File: src/rtl/sm4_pkg.sv
// Shared SM4 definitions: FK/CK constants, rotation and linear transforms, engine state encoding.
package sm4_pkg;

   typedef enum logic [2:0] {
      ST_IDLE,
      ST_KEYEXP,
      ST_READY,
      ST_RUN,
      ST_DONE
   } state_t;

   localparam logic [3:0][31:0] FK = {32'hA3B1BAC6, 32'h56AA3350, 32'h677D9197, 32'hB27022DC};

   // CK table entry i: byte j (MSB first) is (4i+j)*7 mod 256.
   function automatic logic [31:0] ck(input logic [4:0] i);
      logic [31:0] r;
      r = '0;
      for (int j = 0; j < 4; j++) begin
         r[31-8*j -: 8] = {1'b0, i, 2'(j)} * 8'd7;
      end
      return r;
   endfunction

   function automatic logic [31:0] rot32(input logic [31:0] x, input int unsigned n);
      return (x << n) | (x >> (32 - n));
   endfunction

   function automatic logic [31:0] lin(input logic [31:0] b);
      return b ^ rot32(b, 2) ^ rot32(b, 10) ^ rot32(b, 18) ^ rot32(b, 24);
   endfunction

   function automatic logic [31:0] lin_key(input logic [31:0] b);
      return b ^ rot32(b, 13) ^ rot32(b, 23);
   endfunction

endpackage

File: src/rtl/sm4_tau.sv
// SM4 non-linear layer: four independent byte S-box lookups, purely combinational.
module sm4_tau (
   input  logic [31:0] a,
   output logic [31:0] b
);

   localparam logic [7:0] SBOX [256] = '{
      8'hd6, 8'h90, 8'he9, 8'hfe, 8'hcc, 8'he1, 8'h3d, 8'hb7, 8'h16, 8'hb6, 8'h14, 8'hc2, 8'h28, 8'hfb, 8'h2c, 8'h05,
      8'h2b, 8'h67, 8'h9a, 8'h76, 8'h2a, 8'hbe, 8'h04, 8'hc3, 8'haa, 8'h44, 8'h13, 8'h26, 8'h49, 8'h86, 8'h06, 8'h99,
      8'h9c, 8'h42, 8'h50, 8'hf4, 8'h91, 8'hef, 8'h98, 8'h7a, 8'h33, 8'h54, 8'h0b, 8'h43, 8'hed, 8'hcf, 8'hac, 8'h62,
      8'he4, 8'hb3, 8'h1c, 8'ha9, 8'hc9, 8'h08, 8'he8, 8'h95, 8'h80, 8'hdf, 8'h94, 8'hfa, 8'h75, 8'h8f, 8'h3f, 8'ha6,
      8'h47, 8'h07, 8'ha7, 8'hfc, 8'hf3, 8'h73, 8'h17, 8'hba, 8'h83, 8'h59, 8'h3c, 8'h19, 8'he6, 8'h85, 8'h4f, 8'ha8,
      8'h68, 8'h6b, 8'h81, 8'hb2, 8'h71, 8'h64, 8'hda, 8'h8b, 8'hf8, 8'heb, 8'h0f, 8'h4b, 8'h70, 8'h56, 8'h9d, 8'h35,
      8'h1e, 8'h24, 8'h0e, 8'h5e, 8'h63, 8'h58, 8'hd1, 8'ha2, 8'h25, 8'h22, 8'h7c, 8'h3b, 8'h01, 8'h21, 8'h78, 8'h87,
      8'hd4, 8'h00, 8'h46, 8'h57, 8'h9f, 8'hd3, 8'h27, 8'h52, 8'h4c, 8'h36, 8'h02, 8'he7, 8'ha0, 8'hc4, 8'hc8, 8'h9e,
      8'hea, 8'hbf, 8'h8a, 8'hd2, 8'h40, 8'hc7, 8'h38, 8'hb5, 8'ha3, 8'hf7, 8'hf2, 8'hce, 8'hf9, 8'h61, 8'h15, 8'ha1,
      8'he0, 8'hae, 8'h5d, 8'ha4, 8'h9b, 8'h34, 8'h1a, 8'h55, 8'had, 8'h93, 8'h32, 8'h30, 8'hf5, 8'h8c, 8'hb1, 8'he3,
      8'h1d, 8'hf6, 8'he2, 8'h2e, 8'h82, 8'h66, 8'hca, 8'h60, 8'hc0, 8'h29, 8'h23, 8'hab, 8'h0d, 8'h53, 8'h4e, 8'h6f,
      8'hd5, 8'hdb, 8'h37, 8'h45, 8'hde, 8'hfd, 8'h8e, 8'h2f, 8'h03, 8'hff, 8'h6a, 8'h72, 8'h6d, 8'h6c, 8'h5b, 8'h51,
      8'h8d, 8'h1b, 8'haf, 8'h92, 8'hbb, 8'hdd, 8'hbc, 8'h7f, 8'h11, 8'hd9, 8'h5c, 8'h41, 8'h1f, 8'h10, 8'h5a, 8'hd8,
      8'h0a, 8'hc1, 8'h31, 8'h88, 8'ha5, 8'hcd, 8'h7b, 8'hbd, 8'h2d, 8'h74, 8'hd0, 8'h12, 8'hb8, 8'he5, 8'hb4, 8'hb0,
      8'h89, 8'h69, 8'h97, 8'h4a, 8'h0c, 8'h96, 8'h77, 8'h7e, 8'h65, 8'hb9, 8'hf1, 8'h09, 8'hc5, 8'h6e, 8'hc6, 8'h84,
      8'h18, 8'hf0, 8'h7d, 8'hec, 8'h3a, 8'hdc, 8'h4d, 8'h20, 8'h79, 8'hee, 8'h5f, 8'h3e, 8'hd7, 8'hcb, 8'h39, 8'h48
   };

   assign b = {SBOX[a[31:24]], SBOX[a[23:16]], SBOX[a[15:8]], SBOX[a[7:0]]};

endmodule

File: src/rtl/sm4_dec_core.sv
// Iterative SM4 decrypt: 32-cycle key expansion, 33-cycle block latency, result held until dout_ready_i.
// Define SM4_ENC_EN to add mode_i (1 = encrypt with forward round-key order).
module sm4_dec_core
   import sm4_pkg::*;
(
   input  logic         clk_i,
   input  logic         rst_i,
   input  logic [127:0] key_i,
   input  logic         key_valid_i,
   output logic         key_ready_o,
   input  logic [127:0] din_i,
   input  logic         din_valid_i,
`ifdef SM4_ENC_EN
   input  logic         mode_i,
`endif
   output logic         din_ready_o,
   output logic [127:0] dout_o,
   output logic         dout_valid_o,
   input  logic         dout_ready_i,
   output logic         busy_o
);

   state_t       state;
   logic [4:0]   cnt;
   logic [127:0] w;
   logic [31:0]  rk [32];
   logic [127:0] dout_q;
   logic         key_rdy_q, din_win_q, dout_vld_q, busy_q;
   logic [4:0]   rk_idx;
   logic [31:0]  rk_sel, f_in, t_out, w_new;
   logic         key_fire, din_fire, dout_fire;

`ifdef SM4_ENC_EN
   logic enc_q;
   assign rk_idx = enc_q ? cnt : ~cnt;
`else
   assign rk_idx = ~cnt;
`endif

   assign key_ready_o  = key_rdy_q;
   assign din_ready_o  = din_win_q & ~key_valid_i;
   assign dout_valid_o = dout_vld_q;
   assign dout_o       = dout_q;
   assign busy_o       = busy_q;

   assign key_fire  = key_valid_i & key_rdy_q;
   assign din_fire  = din_valid_i & din_ready_o;
   assign dout_fire = dout_vld_q & dout_ready_i;

   // The working register holds K(i)..K(i+3) during KEYEXP and X(i)..X(i+3) during RUN.
   assign rk_sel = rk[rk_idx];
   assign f_in   = w[95:64] ^ w[63:32] ^ w[31:0] ^ ((state == ST_KEYEXP) ? ck(cnt) : rk_sel);

   sm4_tau u_tau (
      .a (f_in),
      .b (t_out)
   );

   assign w_new = w[127:96] ^ ((state == ST_KEYEXP) ? lin_key(t_out) : lin(t_out));

   always_ff @(posedge clk_i) begin
      if (!rst_i && state == ST_KEYEXP) begin
         rk[cnt] <= w_new;
      end
   end

   always_ff @(posedge clk_i) begin
      if (rst_i) begin
         state      <= ST_IDLE;
         cnt        <= '0;
         w          <= '0;
         dout_q     <= '0;
         key_rdy_q  <= 1'b1;
         din_win_q  <= 1'b0;
         dout_vld_q <= 1'b0;
         busy_q     <= 1'b0;
`ifdef SM4_ENC_EN
         enc_q      <= 1'b0;
`endif
      end else if (key_fire) begin
         state     <= ST_KEYEXP;
         cnt       <= '0;
         w         <= key_i ^ FK;
         key_rdy_q <= 1'b0;
         din_win_q <= 1'b0;
         busy_q    <= 1'b1;
      end else begin
         case (state)
            ST_KEYEXP: begin
               w   <= {w[95:0], w_new};
               cnt <= cnt + 5'd1;
               if (cnt == 5'd31) begin
                  state     <= ST_READY;
                  key_rdy_q <= 1'b1;
                  din_win_q <= 1'b1;
                  busy_q    <= 1'b0;
               end
            end
            ST_READY: begin
               if (din_fire) begin
                  state     <= ST_RUN;
                  cnt       <= '0;
                  w         <= din_i;
                  key_rdy_q <= 1'b0;
                  din_win_q <= 1'b0;
                  busy_q    <= 1'b1;
`ifdef SM4_ENC_EN
                  enc_q     <= mode_i;
`endif
               end
            end
            ST_RUN: begin
               w   <= {w[95:0], w_new};
               cnt <= cnt + 5'd1;
               if (cnt == 5'd31) begin
                  state      <= ST_DONE;
                  dout_vld_q <= 1'b1;
                  dout_q     <= {w_new, w[31:0], w[63:32], w[95:64]};
               end
            end
            ST_DONE: begin
               if (dout_fire) begin
                  state      <= ST_READY;
                  dout_vld_q <= 1'b0;
                  key_rdy_q  <= 1'b1;
                  din_win_q  <= 1'b1;
                  busy_q     <= 1'b0;
               end
            end
            default: state <= ST_IDLE;
         endcase
      end
   end

endmodule

File: config.mk
export PLATFORM = sky130hd
export DESIGN_NAME = sm4_dec_core
export DESIGN_NICKNAME = d
export VERILOG_FILES = /design/src/rtl/sm4_pkg.sv /design/src/rtl/sm4_tau.sv /design/src/rtl/sm4_dec_core.sv
export SDC_FILE = /design/constraint.sdc
export NUM_CORES = 2
export LEC_CHECK = 0
export CORE_ASPECT_RATIO = 1.25
export CORE_UTILIZATION = 55
export CTS_CLUSTER_SIZE = 14
export DETAILED_ROUTE_END_ITERATION = 7
export HOLD_SLACK_MARGIN = 0.12
export PLACE_DENSITY = 0.75
export SYNTH_ARGS = -nofsm -noshare
export SYNTH_HDL_FRONTEND = slang
export SYNTH_SLANG_ARGS = --single-unit
File: constraint.sdc
create_clock -name clk_i -period 9.2 [get_ports clk_i]
set_input_delay 1.84 -clock clk_i [delete_from_list [all_inputs] [get_ports clk_i]]
set_output_delay 1.84 -clock clk_i [all_outputs]
set_load 0.1 [all_outputs]
## Word-level counts from Yosys, hierarchy flattened

Memory sizes are Yosys's and may differ from the RTL's.
Cells that the tools add are included.

- Memory bits (writable): 1024
- ROM bits: 8192
- Bits in registers: 268
- Bits of input ports: 261
- Memories kept: 5

- Equality and inequality tests: 13
- Order comparisons: 4
- Add/subtract/negate cells: 1
- Reductions and logical operators: 17
- Mux-type cells: 34
- Bitwise logic cells: 28
- Multipliers: 4

Memories:

| memory | words | bits a word | rd ports | clocked after Yosys merged registers in | write ports | RTL line | source |
|---|---|---|---|---|---|---|---|
| (no name shown) | 256 | 8 | 1 | 0 | 0 | sm4_tau.sv:26 | `assign b = {SBOX[a[31:24]], SBOX[a[23:16]], SBOX[a[15:8]], SBOX[a[7:0]]};` |
| (no name shown) | 256 | 8 | 1 | 0 | 0 | sm4_tau.sv:26 |  |
| (no name shown) | 256 | 8 | 1 | 0 | 0 | sm4_tau.sv:26 |  |
| (no name shown) | 256 | 8 | 1 | 0 | 0 | sm4_tau.sv:26 |  |
| rk | 32 | 32 | 1 | 0 | 1 | sm4_dec_core.sv:26 | `logic [31:0] rk [32];` |

Operators with widths:

| kind | number |
|---|---|
| 32-bit XOR | 10 |
| 128-bit 2-to-1 mux | 2 |
| 128-bit one-hot mux with 2 select lines | 1 |
| 32-bit 2-to-1 mux | 2 |
| 8-bit 2-to-1 mux | 8 |
| 64-bit NOT | 1 |
| 9-bit >= comparator (second input constant) | 4 |
| 8-bit NOT with 9-bit output | 4 |
| 32-bit by 10-bit bitwise OR with 32-bit output | 1 |
| 32-bit by 13-bit bitwise OR with 32-bit output | 1 |
| 32-bit by 18-bit bitwise OR with 32-bit output | 1 |
| 32-bit by 2-bit bitwise OR with 32-bit output | 1 |
| 32-bit by 23-bit bitwise OR with 32-bit output | 1 |
| 32-bit by 24-bit bitwise OR with 32-bit output | 1 |
| 4-bit AND reduction | 5 |
| 7-bit by 3-bit multiplier with 8-bit output (second input constant) | 2 |
| 3-bit 2-to-1 mux | 4 |
| 3-bit one-hot mux with 4 select lines | 1 |
| 1-bit 2-to-1 mux | 11 |
| 5-bit one-hot mux with 2 select lines | 1 |
| 3-bit != test (second input constant) | 3 |
| 6-bit by 3-bit multiplier with 7-bit output (second input constant) | 1 |
| 3-bit by 2-bit equality test with 1-bit output (second input constant) | 2 |
| 5-bit by 3-bit multiplier with 6-bit output (second input constant) | 1 |
| 21 further kinds | 32 |

## Longest topological paths before layout

An unclocked memory read counts as a cell.

- Depth after elaboration: 17
- Depth in mapped cells: 29

## Modules after synthesis

From an unflattened synthesis, not the netlist that was laid out.

- Cell total of the unflattened synthesis: 5931
- Area, all modules: 66882.9 µm²

Modules (own cells, without submodules):

| module | sequential area each (µm²) | area each (µm²) | instances | cells an instance |
|---|---|---|---|---|
| sm4_dec_core | 36114.6 | 53875.4 | 1 | 3804 |
| sm4_tau | 0.0 | 13007.5 | 1 | 2127 |

## Worst setup path after synthesis

OpenSTA, ideal clock, no wires.

- Path kind: reg2reg
- From: register cnt[0]
- To: memory rk[0][28] (data pin)
- Arrival: 6.602 ns
- Data required time: 8.755 ns
- Setup time: 0.445 ns
- Slack: 2.153 ns
- Stages on the path, launching flop included: 26
- Buffers on the path: 5
- Clock period less this slack: 7.047 ns
- Path through: dfxtp_1 buf_6 mux4_1 and2_1 a2111oi_0 a221o_1 a21o_1 buf_2 and2_1 clkbuf_1 clkinv_1 ha_1 clkbuf_1 nor2_1 inv_1 o211a_1 a2111oi_0 o221ai_1 a31oi_1 a2111o_1 buf_4 xnor2_2 xnor2_1 xor2_1 nor2_1 nor3_1

- Cells in the longest elaborated chain, start to end: 15
- Elaborated cells between the ends (all ways): 38
- Those cells by class: mul (4); mux (10); bitwise (19); memory (5)

RTL lines:

| item | RTL line | source |
|---|---|---|
| start: declaration | sm4_dec_core.sv:24 | `logic [4:0] cnt;` |
| start signal: assignment | sm4_dec_core.sv:91 | `cnt <= cnt + 5'd1;` |
| start signal: assignment | sm4_dec_core.sv:114 | `cnt <= cnt + 5'd1;` |
| parallel branches: the longest is 2 deep, another holds 7-bit by 3-bit multiplier with 8-bit output | -- |  |
| 32-bit 2-to-1 mux * | sm4_dec_core.sv:52 | `assign f_in = w[95:64] ^ w[63:32] ^ w[31:0] ^ ((state == ST_KEYEXP) ? ck(cnt) : rk_sel);` |
| 32-bit XOR * | sm4_dec_core.sv:52 |  |
| 8-bit NOT with 9-bit output (not written as such) | sm4_tau.sv:26 |  |
| memory read 256 x 8 bit | -- |  |
| 8-bit 2-to-1 mux (not written as such) (2 in a row) | sm4_tau.sv:26 |  |
| 32-bit by 2-bit bitwise OR with 32-bit output | sm4_pkg.sv:25 | `return (x << n) \| (x >> (32 - n));` |
| 32-bit XOR (4 in a row) | sm4_pkg.sv:29 | `return b ^ rot32(b, 2) ^ rot32(b, 10) ^ rot32(b, 18) ^ rot32(b, 24);` |
| 32-bit 2-to-1 mux * | sm4_dec_core.sv:59 | `assign w_new = w[127:96] ^ ((state == ST_KEYEXP) ? lin_key(t_out) : lin(t_out));` |
| 32-bit XOR * | sm4_dec_core.sv:59 |  |
| named net w_new[28] | sm4_dec_core.sv:30 | `logic [31:0] rk_sel, f_in, t_out, w_new;` |
| end: declaration | sm4_dec_core.sv:26 |  |

Mark *: on every way through the listed nets, which the timed path passes. The select of a mux whose other input is x is not followed.

## Final worst setup path

- From: register cnt[0]
- To: memory rk[24][28] (data pin)

The elaborated chain is that of the path after synthesis.

==> metrics.log <==
INFO  metric clk_pin_slew_worst_paths = 0.06 ns
INFO  metric syn2layout_area_growth = 14.9%
INFO  metric start_util = 55.5%
INFO  metric row_count = 146
INFO  metric timing.critical_path.cells = nor2b_2 > buf_4 > a22oi_1 > a31oi_1 > a2111o_1 > xnor2_4 > buf_4 > ha_1 > a21oi_1 > a221oi_1 > o311ai_1 > buf_4 > o21ai_1 > a211oi_4 > xnor2_2 > xnor2_2 > xnor2_1 > xor2_1 > nor2_1 > nor3_2 > buf_4
INFO  metric num_vias = approximately 64k
INFO  metric final_cell_mix = edfxtp_1 (1024), nand2_1 (816), a21oi_1 (531)
INFO  metric post_synthesis_share_of_cell_area_spent_on_full_adders_half_adders_and_majority_gates = 1.14%
INFO  metric clockBufferDepth = 3
INFO  metric clkLatencyLatePin = approximately 0.8 ns
INFO  metric detail_route.wl_per_cell = a little over 40 µm
INFO  metric count_of_antenna_violating_nets_left_after_detailed_routing = 0
INFO  metric setup_violations = 0
INFO  metric cts_setup_buffers = 0
INFO  metric ys_dominant_reg_cell = edfxtp_1
INFO  metric simple_logic_cell_fraction_of_the_synthesized_area = 11.3%
INFO  metric dominant_combinational_cell_family_by_area_after_synthesis = compound AO/OA/AOI/OAI gates
INFO  metric worstSetupEndpointType = register
INFO  metric worst-endpoint-required = 9.77 ns
INFO  metric critical-path-top-delay-family = compound AO/OA/AOI/OAI gates
INFO  metric crit_path_max_fanout = 47
INFO  metric min_period = ~9.2 ns
INFO  metric tritoncts = yes
INFO  metric drt-initial-drc-count = ~11k
INFO  metric grt-ovfl-total = 0
INFO  metric ys_async_sr_fraction = 0%
INFO  metric timing.setup.critical_path_class = register to register
INFO  metric synth_xor_xnor_area_share = under 10%
INFO  metric number_of_inserted_filler_cells_in_the_final_layout = approximately 9.4k
INFO  metric timing_worst_slew_pin_value = approximately 1.5 ns
INFO  metric maxClockFrequency = roughly 0.11 GHz
INFO  metric failed_checks = max-capacitance violations
INFO  metric worst_ep_arrival_time = 9.75 ns
INFO  metric critical-path-top-cell-by-count = buf_4
INFO  metric timing.critical_path.slowest_cell_delay = 1.07 ns
INFO  metric synth_fp_nets = 6682
INFO  metric cts-root-buf = clkbuf_16
INFO  metric finalHoldViolations = 0
INFO  metric core_area = about 130000 µm²
INFO  metric synth_cell_types = ~140
INFO  metric outcome = finished, violations left
INFO  metric report.final.slew_viol_count = 0
INFO  metric cts_hold_buf = 0
INFO  metric synth-edff-count = 1024
INFO  metric num_io_pins = between 300 and 400
INFO  metric finalCritPeriodShare = between 90 and 100%
INFO  metric grt_util_all_layers = about half
INFO  metric antenna_found_initial = 18
INFO  metric grt_max_degree = roughly 190
INFO  metric drc = 0
INFO  metric viasPerCell = around 7.6
INFO  metric grt_first_pass_wirelength = roughly 470 mm
INFO  metric num-nets-final = ~7k
INFO  metric postSynthAreaPerCell = roughly 11 µm²
INFO  metric critPathLaunchType = register
INFO  metric port_buffers = 392
INFO  metric synth_mux_area_share = under 10%
INFO  metric die_h = between 400 and 500 µm
INFO  metric firstDrtPassIters = 7
INFO  metric drt-total-wl = between 300 and 400 mm
INFO  metric gp_routability_congestion = about 1.1
INFO  metric ys_seq_area_share = around 51%
INFO  metric hold_path_class = register to register
INFO  metric mapped_area = between 70000 and 80000 µm²
INFO  metric final.setup_skew = around 0.086 ns
INFO  metric synthCells = ~6.4k
INFO  metric drv_cap = 1
INFO  metric cts_repair_resize_count = 0
INFO  metric first_global_vias = around 60k
INFO  metric grt_setup_unrepaired = no
INFO  metric fp.dieArea = between 100000 and 150000 µm²
INFO  metric chipWidth = between 300 and 400 µm
INFO  metric cp_slowest_cell = o311ai_1
INFO  metric max_slew_headroom = 0.800%
INFO  metric postSynthRegisterBits = 1292
INFO  metric tritoncts.num_buffers = around 120
INFO  metric synth_compound_gate_area_share = ~18%
INFO  metric finalSetupTns = 0 ns
INFO  metric mostFrequentLayoutCell = edfxtp_1
INFO  metric place_hpwl = approximately 220 mm
INFO  metric layout-drive-gt1-share = 13.4%
INFO  metric path_buf_inv = 4
INFO  metric cts_max_level = 3
INFO  metric cts_sinks = about 1.3k
INFO  metric synthesis.yosys.warnings = 0
layout make-up:
class	instances	area, µm²	share of cell area (%)
multi-input combinational	4469	31700	39.3
sequential	1292	36100	44.7
clock inverter	51	531	0.657
antenna	12	30.0	0.0372
inverter	56	213	0.263
clock buffer	147	3090	3.83
tap	1702	2130	2.64
timing repair buffer	748	6930	8.58
metal layers:
| metal | GRT usage, % | share of wire, % | vias to the layer above |
|---|---|---|---|
| met1 | 58.5 | 31 | 30600 |
| met3 | 18.4 | 15 | 1995 |
| li1 | - | - | 24900 |
| met5 | 1.77 | 0.11 | - |
| met4 | 46.6 | 11 | 16 |
| met2 | 76.3 | 43 | 6774 |
worst min-delay path, cell delays in order (launching register included):
cell and delay [ns]:
dfxtp_1 0.31, nand2_1 0.05, a21oi_1 0.05
final timing paths:
check | end | depth (start not counted) | start | slack (ns)
worst max-delay path | rk[24][28] | 21 | cnt[0] | 0.03
worst max register to register | rk[24][28] | 21 | cnt[0] | 0.03
worst min-delay path | dout_o[59] | 2 | dout_o[59] | 0.45
worst min register to register | dout_o[59] | 2 | dout_o[59] | 0.45
stage by stage:
step | setup WS [ns] | utilization, % | std cells | area (µm²) | hold slack, ns
after CTS | 1.06 | 63.7 | 8465 | 80700 | 0.455
final | 0.0268 | 63.7 | 8477 | 80800 | 0.455
after global routing | 0.223 | 63.7 | 8467 | 80700 | 0.473
after global placement | 1.10 | 60.8 | 8267 | 77100 | 0.441
after detailed placement | 1.08 | 60.8 | 8267 | 77100 | 0.446
after floorplan | 2.15 | - | 6362 | 70300 | 0.459
cells by family after synthesis:
group	after synthesis
AOI/OAI and AO/OA	1819
and+or+nand+nor	1817
DFF	1292
buffers and inverters	601
muxes	461
xor gates and xnor gates	313
adders and majority gates	59
cell usage after synthesis, types with 17 or more instances:
cell type | count | share of area (%)
a32oi_1 | 17 | 0.21
a21o_1 | 20 | 0.21
dfxtp_1 | 268 | 7.6
a221oi_1 | 47 | 0.59
buf_1 | 31 | 0.17
nand4_1 | 23 | 0.20
nand3_1 | 175 | 1.2
nand2_1 | 818 | 4.4
ha_1 | 51 | 0.91
o21ai_1 | 28 | 0.20
buf_2 | 146 | 1.0
mux2_2 | 26 | 0.42
mux4_1 | 27 | 1.0
mux2i_1 | 274 | 3.9
mux4_2 | 129 | 4.1
a311oi_1 | 38 | 0.47
o21ai_0 | 257 | 1.8
nor3_1 | 110 | 0.78
inv_1 | 44 | 0.23
o31ai_1 | 19 | 0.20
nor2_1 | 504 | 2.7
o221ai_1 | 45 | 0.56
buf_6 | 42 | 0.67
o22ai_1 | 50 | 0.44
edfxtp_1 | 1024 | 44
clkbuf_1 | 243 | 1.3
a311o_1 | 18 | 0.26
a21oi_1 | 533 | 3.8
a211oi_1 | 82 | 0.88
a2111oi_0 | 17 | 0.21
o2111ai_1 | 31 | 0.39
nor4_1 | 26 | 0.23
xor2_1 | 111 | 1.4
or3_1 | 18 | 0.16
a22oi_1 | 125 | 1.3
buf_4 | 58 | 0.62
and3_1 | 33 | 0.29
o211ai_1 | 111 | 1.2
xnor2_1 | 164 | 2.0
a31oi_1 | 132 | 1.2
registers in the layout, summed over array words and instances (netlist names):
name / count
rk: 1024
dout_o: 128
w: 128
cnt: 5
state: 3
busy_o: 1
din_win_q: 1
dout_valid_o: 1
key_ready_o: 1
Power is not shown: default switching activity piles up to over one toggle a cycle in this logic, so the estimate is an artifact.
